$ cat config.mk
export PLATFORM = sky130hd
export DESIGN_NAME = cp0_regfile
export DESIGN_NICKNAME = d
export VERILOG_FILES = /design/src/rtl/cp0_regfile_pkg.sv /design/src/rtl/cp0_regfile_timer.sv /design/src/rtl/cp0_regfile.sv
export SDC_FILE = /design/constraint.sdc
export NUM_CORES = 1
export LEC_CHECK = 0
export CORE_MARGIN = 1.5
export CORE_UTILIZATION = 30
export DETAILED_ROUTE_END_ITERATION = 10
export PLACE_DENSITY_LB_ADDON = 0.1
export SLEW_MARGIN = 20
export SYNTH_ARGS = -nofsm -noshare
export SYNTH_HDL_FRONTEND = slang
export SYNTH_SLANG_ARGS = --single-unit
$ cat constraint.sdc
create_clock -name clk -period 4.2 [get_ports clk]
set_input_delay 0.42 -clock clk [delete_from_list [all_inputs] [get_ports clk]]
set_output_delay 0.42 -clock clk [all_outputs]
set_load 0.005 [all_outputs]
$ cat src/rtl/cp0_regfile_pkg.sv
// Shared CP0 definitions: register addresses, exception codes and bit positions
// of the Status/Cause fields.
package cp0_regfile_pkg;

  localparam logic [7:0] CP0_BADVADDR = 8'h40;
  localparam logic [7:0] CP0_COUNT    = 8'h48;
  localparam logic [7:0] CP0_COMPARE  = 8'h58;
  localparam logic [7:0] CP0_STATUS   = 8'h60;
  localparam logic [7:0] CP0_CAUSE    = 8'h68;
  localparam logic [7:0] CP0_EPC      = 8'h70;

  typedef enum logic [4:0] {
    EXC_INT  = 5'h00,
    EXC_ADEL = 5'h04,
    EXC_ADES = 5'h05,
    EXC_SYS  = 5'h08,
    EXC_BP   = 5'h09,
    EXC_RI   = 5'h0A,
    EXC_OV   = 5'h0C
  } exc_code_e;

  localparam int unsigned ST_IE      = 0;
  localparam int unsigned ST_EXL     = 1;
  localparam int unsigned ST_IM_LO   = 8;
  localparam int unsigned ST_BEV     = 22;
  localparam int unsigned CA_EXC_LO  = 2;
  localparam int unsigned CA_IP_LO   = 8;
  localparam int unsigned CA_IPHW_LO = 10;
  localparam int unsigned CA_TI      = 30;
  localparam int unsigned CA_BD      = 31;

  // Only address-error exceptions carry a meaningful faulting address.
  function automatic logic is_addr_exc(input logic [4:0] code);
    return (code == EXC_ADEL) || (code == EXC_ADES);
  endfunction

endpackage

$ cat src/rtl/cp0_regfile_timer.sv
// Count/Compare timer: divided tick, free-running Count, Compare register and
// the sticky timer-interrupt flag TI.
module cp0_timer #(
  parameter int unsigned COUNT_DIV = 2
) (
  input  logic        clk,
  input  logic        reset,
  input  logic        count_wen_i,
  input  logic        compare_wen_i,
  input  logic [31:0] wdata_i,
  output logic [31:0] count_o,
  output logic [31:0] compare_o,
  output logic        ti_o
);

  logic        tick_q;
  logic        tick;
  logic [31:0] count_q, count_d;
  logic [31:0] compare_q, compare_d;
  logic        match, match_q;
  logic        ti_q, ti_d;

  assign tick  = (COUNT_DIV == 1) ? 1'b1 : tick_q;
  assign match = (count_q == compare_q);

  // TI fires on the first cycle of a match; match_q resets high so the
  // Count==Compare==0 state straight out of reset does not raise TI.
  always_comb begin
    count_d   = count_q;
    compare_d = compare_q;
    ti_d      = ti_q;
    if (count_wen_i)
      count_d = wdata_i;
    else if (tick)
      count_d = count_q + 32'd1;
    if (compare_wen_i)
      compare_d = wdata_i;
    if (compare_wen_i)
      ti_d = 1'b0;
    else if (match && !match_q)
      ti_d = 1'b1;
  end

  always_ff @(posedge clk) begin
    if (reset) begin
      tick_q    <= 1'b0;
      count_q   <= '0;
      compare_q <= '0;
      match_q   <= 1'b1;
      ti_q      <= 1'b0;
    end else begin
      tick_q    <= ~tick_q;
      count_q   <= count_d;
      compare_q <= compare_d;
      match_q   <= match;
      ti_q      <= ti_d;
    end
  end

  assign count_o   = count_q;
  assign compare_o = compare_q;
  assign ti_o      = ti_q;

endmodule

$ cat src/rtl/cp0_regfile.sv
// CP0 register file: MFC0/MTC0 access, exception/ERET state capture and the
// pending-interrupt computation consumed by fetch/flush.
module cp0_regfile
  import cp0_regfile_pkg::*;
#(
  parameter int unsigned COUNT_DIV    = 2,
  parameter logic [31:0] STATUS_RESET = 32'h0040_0000
) (
  input  logic        clk,
  input  logic        reset,
  input  logic [7:0]  cp0_addr,
  input  logic        cp0_wen,
  input  logic [31:0] cp0_wdata,
  output logic [31:0] cp0_rdata,
  input  logic        exc_valid,
  input  logic [4:0]  exc_code,
  input  logic [31:0] exc_pc,
  input  logic        exc_bd,
  input  logic [31:0] exc_badvaddr,
  input  logic        eret,
  input  logic [5:0]  ext_int_in,
  output logic [31:0] epc_out,
  output logic        int_pending,
  output logic        status_exl
);

  logic [7:0]  im_q, im_d;
  logic        exl_q, exl_d;
  logic        ie_q, ie_d;
  logic [1:0]  ip_sw_q, ip_sw_d;
  logic [5:0]  ip_ext_q;
  logic        bd_q, bd_d;
  logic [4:0]  exccode_q, exccode_d;
  logic [31:0] epc_q, epc_d;
  logic [31:0] badvaddr_q, badvaddr_d;

  logic [31:0] count, compare;
  logic        ti;
  logic [31:0] status_rd, cause_rd;

  cp0_timer #(.COUNT_DIV(COUNT_DIV)) u_timer (
    .clk           (clk),
    .reset         (reset),
    .count_wen_i   (cp0_wen && (cp0_addr == CP0_COUNT)),
    .compare_wen_i (cp0_wen && (cp0_addr == CP0_COMPARE)),
    .wdata_i       (cp0_wdata),
    .count_o       (count),
    .compare_o     (compare),
    .ti_o          (ti)
  );

  // MTC0 first, then eret, then exception, so later assignments win on
  // shared fields while untouched MTC0 fields still land.
  always_comb begin
    im_d       = im_q;
    exl_d      = exl_q;
    ie_d       = ie_q;
    ip_sw_d    = ip_sw_q;
    bd_d       = bd_q;
    exccode_d  = exccode_q;
    epc_d      = epc_q;
    badvaddr_d = badvaddr_q;
    if (cp0_wen) begin
      case (cp0_addr)
        CP0_STATUS: begin
          im_d  = cp0_wdata[ST_IM_LO +: 8];
          exl_d = cp0_wdata[ST_EXL];
          ie_d  = cp0_wdata[ST_IE];
        end
        CP0_CAUSE: ip_sw_d = cp0_wdata[CA_IP_LO +: 2];
        CP0_EPC:   epc_d   = cp0_wdata;
        default: ;
      endcase
    end
    if (eret)
      exl_d = 1'b0;
    if (exc_valid) begin
      exl_d     = 1'b1;
      exccode_d = exc_code;
      if (!exl_q) begin
        epc_d = exc_bd ? (exc_pc - 32'd4) : exc_pc;
        bd_d  = exc_bd;
      end
      if (is_addr_exc(exc_code))
        badvaddr_d = exc_badvaddr;
    end
  end

  always_ff @(posedge clk) begin
    if (reset) begin
      im_q       <= STATUS_RESET[ST_IM_LO +: 8];
      exl_q      <= STATUS_RESET[ST_EXL];
      ie_q       <= STATUS_RESET[ST_IE];
      ip_sw_q    <= '0;
      ip_ext_q   <= '0;
      bd_q       <= 1'b0;
      exccode_q  <= '0;
      epc_q      <= '0;
      badvaddr_q <= '0;
    end else begin
      im_q       <= im_d;
      exl_q      <= exl_d;
      ie_q       <= ie_d;
      ip_sw_q    <= ip_sw_d;
      ip_ext_q   <= ext_int_in;
      bd_q       <= bd_d;
      exccode_q  <= exccode_d;
      epc_q      <= epc_d;
      badvaddr_q <= badvaddr_d;
    end
  end

  always_comb begin
    status_rd                  = '0;
    status_rd[ST_BEV]          = 1'b1;
    status_rd[ST_IM_LO +: 8]   = im_q;
    status_rd[ST_EXL]          = exl_q;
    status_rd[ST_IE]           = ie_q;
    cause_rd                   = '0;
    cause_rd[CA_BD]            = bd_q;
    cause_rd[CA_TI]            = ti;
    cause_rd[CA_IPHW_LO +: 6]  = {ip_ext_q[5] | ti, ip_ext_q[4:0]};
    cause_rd[CA_IP_LO +: 2]    = ip_sw_q;
    cause_rd[CA_EXC_LO +: 5]   = exccode_q;
  end

  always_comb begin
    case (cp0_addr)
      CP0_BADVADDR: cp0_rdata = badvaddr_q;
      CP0_COUNT:    cp0_rdata = count;
      CP0_COMPARE:  cp0_rdata = compare;
      CP0_STATUS:   cp0_rdata = status_rd;
      CP0_CAUSE:    cp0_rdata = cause_rd;
      CP0_EPC:      cp0_rdata = epc_q;
      default:      cp0_rdata = '0;
    endcase
  end

  assign int_pending = ie_q & ~exl_q & (|(cause_rd[CA_IP_LO +: 8] & im_q));
  assign epc_out     = epc_q;
  assign status_exl  = exl_q;

endmodule

==> results.ini, run 1 <==
[status]
outcome=finished clean

[setup_path]
critPathKind=in -> out
rrSetupSlack_ps=1870
crit_chain=clkdlybuf4s50_1 -> buf_4 -> nor2_1 -> a22oi_1 -> o22ai_1 -> a221o_1 -> clkdlybuf4s50_1
regToRegEndpoint=u_timer.count_o[31]
cpMostUsedCell=clkdlybuf4s50_1
cp_max_fo=11
crit_slowest_cell=nor2_1
arrival_ps=3160
cp_slowest_stage_delay_ps=690
reg2reg_from=u_timer.count_o[4]
cp_data_required_time_ps=3780
cp-end-kind=output port
reg2reg_depth=5
start_kind=input pin

[timing]
setup-violations-final=0
fin_tns_setup_ps=0
relSlewSlack=0.373
fin_crit_sh=0.853
fin_crit_ps=3580
drv_slew=0
hold_violations=0
hold_ws_ps=426
rsz0062_at_grt=no
worstMarginPinSlew_ps=941
setup_ws_ps=615
finalClockSkew_ps=8.48
max_freq_mhz=279

[layout]
final_common_cell=nand2_1
drive_gt1_frac=0.0621
final_nets=1301
finalNonFillerCells=1533
mostFrequentLayoutCells=213 x nand2_1, 185 x clkdlybuf4s50_1, 155 x dfxtp_1
n_fill_cell=2729
area_growth_pct=33.8
fin_util=0.407

[placed_design]
io_buffers=186
placedCellCount=1500
gp_congestion=0.845
dp_hpwl_um=25000
dp_slack_ps=715

[clock_tree]
cts.path.max_buffers=2
insertion_delay_ps=440
hold_buffers=0
clkSinkCount=155
post_cts_buffers=0
path_clk_slew_ps=60
cts_max_level=4
cts.repair.resized=0
numCtsBuffers=17
cts_root_buf=clkbuf_16
cts_tree=built

[global_routing]
grt-ovfl-total=0
use_met3=0.0360
grt_util_all_layers=0.233
grt_pass1_vias=7639
grt_util_met2=0.344
top_usage_layer=met1
grt_max_degree=77
gr-usage-met1=0.346
grt_pass1_wl_um=48700
antenna_found_initial=1

[drt]
num_vias=8097
antenna_left=0
dr.pass1.iters=5
vias_per_cell=5.28
wire_per_inst_um=21.5
drc=0
finalWirelength_um=32900
dr.first_iter.drc_count=662

[synth]
synth_cells=1026
synth_edf_count=0
synth.avg_cell_area_um2=7.95
netlist_area_um2=8160
synth_async_sr_flop_share=0
ys_seq_area_frac=0.380
synth-seq-cells=155
syn_nets=1149
ys.flop_type=dfxtp_1
synth.distinct_cells=61
yosys_warnings=0

[min_path]
whs_endpoint=u_timer.ti_o
hp-start=u_timer.match_q
hold_class=reg -> reg
hold_depth=1

[floorplanning]
rows=60
coreArea_um2=26800
io_pins=187
die_h_um=168
dieArea_um2=28200
die_w_um=168
start_util=0.305

[job]
drv_cap=0

[power]
ir_worst_vdd_mv=0.254
powerDensity_nw_per_um2=321
p_leak_nw=3.58

registers in the layout, indices dropped and copies added (netlist names):
register / count
bd_q: 1
u_timer.ti_o: 1
ip_sw_q: 2
u_timer.tick: 1
ie_q: 1
u_timer.count_o: 32
epc_out: 32
u_timer.compare_o: 32
exccode_q: 5
status_exl: 1
badvaddr_q: 32
im_q: 8
u_timer.match_q: 1
ip_ext_q: 6
metrics by stage:
stage | total power [mW] | area (µm²)
2_1_floorplan | 1.72 | 8160
3_3_place_gp | 2.00 | 10300
3_5_place_dp | 2.00 | 10300
4_1_cts | 3.52 | 10900
5_1_grt | 3.62 | 10900
6_report | 3.50 | 10900
how the worst max path moves through the flow:
stage / slack [ps] / endpoint / startpoint / depth (start not counted)
2_1_floorplan: 1690 / cp0_rdata[23] / cp0_addr[3] / 7
3_3_place_gp: 710 / cp0_rdata[11] / cp0_addr[5] / 7
3_5_place_dp: 720 / cp0_rdata[11] / cp0_addr[5] / 7
4_1_cts: 670 / cp0_rdata[11] / cp0_addr[5] / 7
5_1_grt: 540 / cp0_rdata[11] / cp0_addr[5] / 7
6_report: 620 / cp0_rdata[11] / cp0_addr[5] / 7
power breakdown:
| part | switching, mW | internal (mW) |
|---|---|---|
| combinational | 0.200 | 0.213 |
| clock | 0.678 | 0.855 |
| sequential | 0.0458 | 1.51 |
| total | 0.924 | 2.58 |
critical path, delay by kind of cell:
kind	cells	cell delay, ps
compound gates	3	830
buf+inv	3	1220
simple gates	1	690
layer usage:
metal / share of wire / vias to the layer above
met5: 0 / -
met3: 0.051 / 29
li1: - / 3969
met2: 0.44 / 244
met4: 0.017 / 0
met1: 0.49 / 3855
cell families (layout without fill, tap and decap cells):
logic type / after synthesis / after routing / share of synthesized area
AO/OA/AOI/OAI: 249 / 249 / 0.201
multiplexers: 29 / 29 / 0.0359
XOR/XNOR: 90 / 90 / 0.0966
adder cells (fa/ha/maj): 2 / 2 / 0.00307
buffers and inverters: 85 / 250 / 0.0409
flip-flops: 155 / 155 / 0.380
AND/OR/NAND/NOR: 416 / 416 / 0.243
other: 0 / 1 / 0
layout make-up:
class	instances	area (µm²)	area share
Antenna cell	1	2.50	0.000229
Clock buffer	21	460	0.0422
Clock inverter	11	109	0.00997
Inverter	7	26.3	0.00241
Multi-Input combinational cell	786	4750	0.435
Sequential cell	155	3100	0.284
Tap cell	341	427	0.0391
Timing Repair Buffer	211	2050	0.187
cell usage after synthesis (10+ instances only):
library cell / instances / area, µm²
a211oi_1: 34 / 255
a21oi_1: 84 / 420
a221o_1: 15 / 150
a22oi_1: 37 / 278
and3_1: 11 / 68.8
buf_2: 11 / 55.1
clkbuf_1: 64 / 240
dfxtp_1: 155 / 3100
mux2i_1: 27 / 270
nand2_1: 214 / 803
nand3_1: 26 / 130
nand4_1: 19 / 119
nor2_1: 63 / 236
nor3_1: 30 / 150
o21ai_0: 31 / 155
o22ai_1: 10 / 62.6
xnor2_1: 61 / 534
xor2_1: 29 / 254
Note: power is estimated with default switching activity, not from simulation.
==> inputs of run 2 (changes only) <==
- CTS_CLUSTER_DIAMETER: unset -> 120
- SYNTH_HIERARCHICAL: unset -> 1
==> results.ini, run 2 <==
[status]
outcome=finished clean

[drt]
vias_per_cell=5.42  ; +2.5%
dr.pass1.iters=5  ; unchanged
antenna_left=0  ; unchanged
finalWirelength_um=36900  ; +12%
dr.first_iter.drc_count=662  ; unchanged
drc=0  ; unchanged
num_vias=8795  ; +8.6%
wire_per_inst_um=22.7  ; +5.9%

[synth]
synthDominantCellAreaShare=0.348  ; -0.0317
synthMuxAreaShare=0.0978  ; +0.0619
synth.distinct_cells=70  ; +15%
synth.avg_cell_area_um2=8.19  ; +3.0%
synth_commonest_cells=155 x dfxtp_1, 130 x nand2_1, 127 x nor2_1
yosys_warnings=6  ; +6
synth_top_family_by_area=simple AND/OR/NAND/NOR gates
ys_seq_area_frac=0.348  ; -0.0317
syn_nets=1210  ; +5.3%
synth_most_common_cell=dfxtp_1
synth_async_sr_flop_share=0  ; unchanged
synth_simple_gate_area_frac=0.263  ; +0.0199
synth_edf_count=0  ; unchanged
synth_xor_area_frac=0.0669  ; -0.0297
synth_compound_area_frac=0.174  ; -0.0266
ys.flop_type=dfxtp_1
synth_area_leaders=dfxtp_1 35%, mux2i_1 8.8%, xor2_1 5.6%
synth_cells=1087  ; +5.9%
synth-seq-cells=155  ; unchanged
synthAdderAreaFrac=0.00281  ; -0.000256
netlist_area_um2=8900  ; +9.1%
yosys.area.top_type=dfxtp_1

[power]
switching_share=0.278  ; +0.0143
power.share.clock=0.428  ; -0.010
power_frac_seq=0.441  ; -0.004
powerDensity_nw_per_um2=307  ; -4.4%
power_mw=3.57  ; +1.9%
p_leak_nw=4.20  ; +17%
combinationalPowerShare=0.130  ; +0.012
internal_power_mw=2.58  ; -0.13%
ir_worst_vdd_mv=0.253  ; -0.70%
p_sw_mw=0.992  ; +7.4%

[floorplanning]
die_w_um=175  ; +4.4%
rows=62  ; +3.3%
dieArea_um2=30700  ; +8.9%
io_pins=187  ; unchanged
die_h_um=175  ; +4.4%
start_util=0.308  ; +0.00322
coreArea_um2=28900  ; +8.0%

[timing]
rsz0062_at_grt=no
fin_tns_setup_ps=0  ; unchanged
hold_ws_ps=456  ; +29.5 ps
fin_crit_ps=3480  ; -103 ps
max_freq_mhz=287  ; +2.9%
finalClockSkew_ps=12.4  ; +3.87 ps
hold_violations=0  ; unchanged
fin_crit_sh=0.829  ; -0.0244
setup-violations-final=0  ; unchanged
drv_slew=0  ; unchanged
relSlewSlack=0.274  ; -0.0985
worstMarginPinSlew_ps=1090  ; +148 ps

[layout]
mostFrequentLayoutCells=184 x clkdlybuf4s50_1, 155 x dfxtp_1, 130 x nand2_1
final_common_cell=clkdlybuf4s50_1
area_growth_pct=30.6
drive_gt1_frac=0.0734  ; +0.0113
finalNonFillerCells=1624  ; +5.9%
final_nets=1349  ; +3.7%

[placed_design]
placedCellCount=1591  ; +6.1%
io_buffers=186  ; unchanged
gp_congestion=0.890  ; +5.3%
dp_hpwl_um=28000  ; +12%

[setup_path]
start_kind=input pin
cp-end-kind=output port
regToRegEndpoint=u_timer/count_o[25]
arrival_ps=3060  ; -100 ps
reg2reg_from=u_timer/count_o[3]
cp_max_fo=11  ; unchanged
reg2reg_depth=4  ; -1
critPathKind=in -> out
cp_data_required_time_ps=3780  ; about the same
rrSetupSlack_ps=1980  ; +110 ps

[clock_tree]
clkSinkCount=155  ; unchanged
post_cts_buffers=0  ; unchanged
cts.repair.resized=0  ; unchanged
cts.path.max_buffers=2  ; unchanged
numCtsBuffers=17  ; unchanged
cts_max_level=4  ; unchanged
insertion_delay_ps=430  ; about the same
cts_root_buf=clkbuf_16
path_clk_slew_ps=70  ; about the same
cts_tree=built
hold_buffers=0  ; unchanged

[global_routing]
antenna_found_initial=2  ; +1
grt-ovfl-total=0  ; unchanged
grt_util_all_layers=0.235  ; +0.00196
grt_max_degree=95  ; +23%
grt_pass1_vias=8330  ; +9.0%
grt_pass1_wl_um=53500  ; +9.8%

[min_path]
whs_endpoint=badvaddr_q[25]
hp-start=badvaddr_q[25]
hold_depth=2  ; +1
hold_class=reg -> reg

[job]
drv_cap=0  ; unchanged

-- run 2: cell count changes after synthesis, sizes merged, moves of 23 or more --
cell / delta
a311oi: +23
nor2: +64
a21oi: -28
a22oi: -25
xor2: +28
a211oi: -25
nand2: -83
mux2i: +51
xnor2: -50
-- run 2: logic make-up after synthesis --
family / after synthesis
simple gates: 466
compound gates: 213
flops: 155
buf+inv: 97
mux: 86
xor+xnor: 68
fa+ha+maj: 2
-- run 2: layout make-up --
type | instances | area (µm²)
antenna | 1 | 2.50
clock inverter | 14 | 134
timing repair buffer | 210 | 2060
clock buffer | 18 | 429
multi-input combinational | 835 | 5390
inverter | 7 | 26.3
sequential | 155 | 3100
tap | 384 | 480
fill | 2970 | 17300
-- run 2: stage by stage --
step,instance area (µm²),utilization,setup WS (ps)
6_report,11600,0.402,718
5_1_grt,11600,0.402,554
4_1_cts,11600,0.402,747
3_5_place_dp,11100,0.382,760
3_3_place_gp,11100,0.382,744
2_1_floorplan,8900,-,1100
-- run 2: layer usage --
metal	vias to the layer above	global-route usage	part of all wire
met1	4206	0.314	0.45
li1	4237	-	-
met3	40	0.0429	0.058
met5	-	0	0.00035
met2	310	0.383	0.46
met4	2	0.0723	0.025
-- run 2: worst max path at each step --
| stage | from | to | slack, ps | cells after the start |
|---|---|---|---|---|
| global route | cp0_addr[3] | cp0_rdata[22] | 550 | 6 |
| finish | cp0_addr[3] | cp0_rdata[0] | 720 | 6 |
| CTS | cp0_addr[3] | cp0_rdata[1] | 750 | 6 |
| floorplan | cp0_addr[1] | u_timer/count_o[28] | 1100 | 11 |
| detailed placement | cp0_addr[3] | cp0_rdata[1] | 760 | 6 |
| global placement | cp0_addr[3] | cp0_rdata[14] | 740 | 7 |
-- run 2: worst max-delay path: stages --
cell and delay, ps:
clkdlybuf4s50_1 880, nand3_1 420, nor3_1 390, buf_4 250, a221o_1 160, clkdlybuf4s50_1 520
-- run 2: power by group through the flow --
stage / registers (mW) / clock network [mW] / logic [mW]
after floorplan: 1.58 / 0 / 0.193
after global placement: 1.61 / 0 / 0.464
after detailed placement: 1.61 / 0 / 0.464
after CTS: 1.58 / 1.55 / 0.467
after global routing: 1.58 / 1.62 / 0.496
final: 1.57 / 1.53 / 0.465
==> inputs of run 3 (changes only) <==
- clock period: 4.2 -> 3.3 ns (I/O delays scaled with it)
==> results.ini, run 3 (synthesis gave the netlist of run 2 again) <==
[drt]
drc=0  ; unchanged
finalWirelength_um=36500  ; -1.1%
num_vias=8868  ; +0.83%
antenna_left=0  ; unchanged
dr.first_iter.drc_count=702  ; +6.0%
dr.pass1.iters=7  ; +2
vias_per_cell=5.41  ; about the same
wire_per_inst_um=22.3  ; -2.0%

[setup_path]
path_buf_inv=3  ; unchanged
rrSetupSlack_ps=1040  ; -940 ps
crit_cells=8  ; +2
cp_max_fo=9  ; -2
crit_slowest_cell=nor2b_1
crit_family=buffers and inverters
start_kind=input pin
arrival_ps=2780  ; -280 ps
critPathKind=in -> out
crit_chain=clkdlybuf4s50_1 -> buf_4 -> nor2b_1 -> a22o_1 -> a22oi_1 -> nor2_1 -> a221o_1 -> clkdlybuf4s50_1
cp_slowest_stage_delay_ps=580  ; -300 ps
cp-end-kind=output port
cpMostUsedCell=clkdlybuf4s50_1
reg2reg_depth=4  ; unchanged
cp_data_required_time_ps=2970  ; -810 ps

[timing]
hold_violations=0  ; unchanged
rsz0062_at_grt=no
finalClockSkew_ps=10.4  ; -1.92 ps
max_freq_mhz=321
fin_tns_setup_ps=0  ; unchanged
drv_slew=0  ; unchanged
fin_crit_ps=3110
setup-violations-final=0  ; unchanged
relSlewSlack=0.503  ; +0.229
fin_crit_sh=0.943
worstMarginPinSlew_ps=745  ; -344 ps

[layout]
drive_gt1_frac=0.0853  ; +0.0119
antenna_cells=0  ; -1
final_common_cell=clkdlybuf4s50_1
n_fill_cell=3033  ; +2.1%
seq_area_um2=3100  ; unchanged
multi_input_area_um2=5390  ; unchanged
final_nets=1365  ; +1.2%
area_growth_pct=32.5
mostFrequentLayoutCells=184 x clkdlybuf4s50_1, 155 x dfxtp_1, 130 x nand2_1

[power]
ir_worst_vdd_mv=0.328  ; +30%
power_mw=4.61  ; +29%
p_leak_nw=4.29  ; +2.2%
powerDensity_nw_per_um2=391  ; +27%

[clock_tree]
cts_max_level=4  ; unchanged
post_cts_buffers=0  ; unchanged
insertion_delay_ps=430  ; about the same
path_clk_slew_ps=60  ; about the same
cts_tree=built
clkSinkCount=155  ; unchanged
hold_buffers=0  ; unchanged
cts_root_buf=clkbuf_16
cts.repair.resized=0  ; unchanged
cts.path.max_buffers=2  ; unchanged
numCtsBuffers=17  ; unchanged

[floorplanning]
io_pins=187  ; unchanged
dieArea_um2=30700  ; unchanged
rows=62  ; unchanged
coreArea_um2=28900  ; unchanged
start_util=0.308  ; unchanged
die_w_um=175  ; unchanged
die_h_um=175  ; unchanged

[global_routing]
grt_pass1_vias=8392  ; +0.74%
grt-ovfl-total=0  ; unchanged
antenna_found_initial=0  ; -2
grt_pass1_wl_um=53700  ; +0.39%
grt_max_degree=66  ; -31%
grt_util_all_layers=0.235  ; +0.000551

[job]
drv_cap=0  ; unchanged

[min_path]
hold_depth=3  ; +1
hold_class=in -> reg

[placed_design]
io_buffers=186  ; unchanged
gp_congestion=0.881  ; -0.97%
dp_hpwl_um=27800  ; -0.62%

[status]
outcome=finished clean

run 3: layout make-up:
class                   count  share of cell area
flip-flops and latches    155               0.263
multi-input cells         835               0.457
well taps                 384              0.0407
inverters                   7             0.00223
repair buffers            226               0.187
clock inverters            14              0.0138
clock buffers              17              0.0361
run 3: through the flow:
stage,cell area (µm²),hold slack (ps),std cells,setup slack (ps),utilization
floorplan,8900,434,1087,289,-
global placement,11200,446,1607,310,0.387
detailed placement,11200,449,1607,216,0.387
CTS,11800,436,1638,213,0.408
global route,11800,428,1638,57.8,0.408
finish,11800,444,1638,189,0.408
run 3: worst paths after layout:
kind,from,end
worst max-delay path,cp0_addr[3],cp0_rdata[1]
worst min-delay path,exc_badvaddr[27],badvaddr_q[27]
worst max register to register,u_timer/count_o[8],u_timer/count_o[25]
worst min register to register,badvaddr_q[4],badvaddr_q[4]
run 3: routing by layer:
layer	vias to the layer above	track usage	wire length [µm]
met5	-	0	0
met4	0	0.0616	681
met3	33	0.0444	1900
met2	271	0.389	17400
met1	4285	0.314	16500
li1	4279	-	-
run 3: where the power goes:
group / internal [mW] / switching (mW)
Combinational: 0.300 / 0.296
Sequential: 1.93 / 0.0782
Clock: 1.13 / 0.881
run 3: worst register-to-register path: stages, from the launching register on:
cell	delay, ps
dfxtp_1	560
and4_1	560
nand4_4	260
or4_1	520
a311oi_1	270
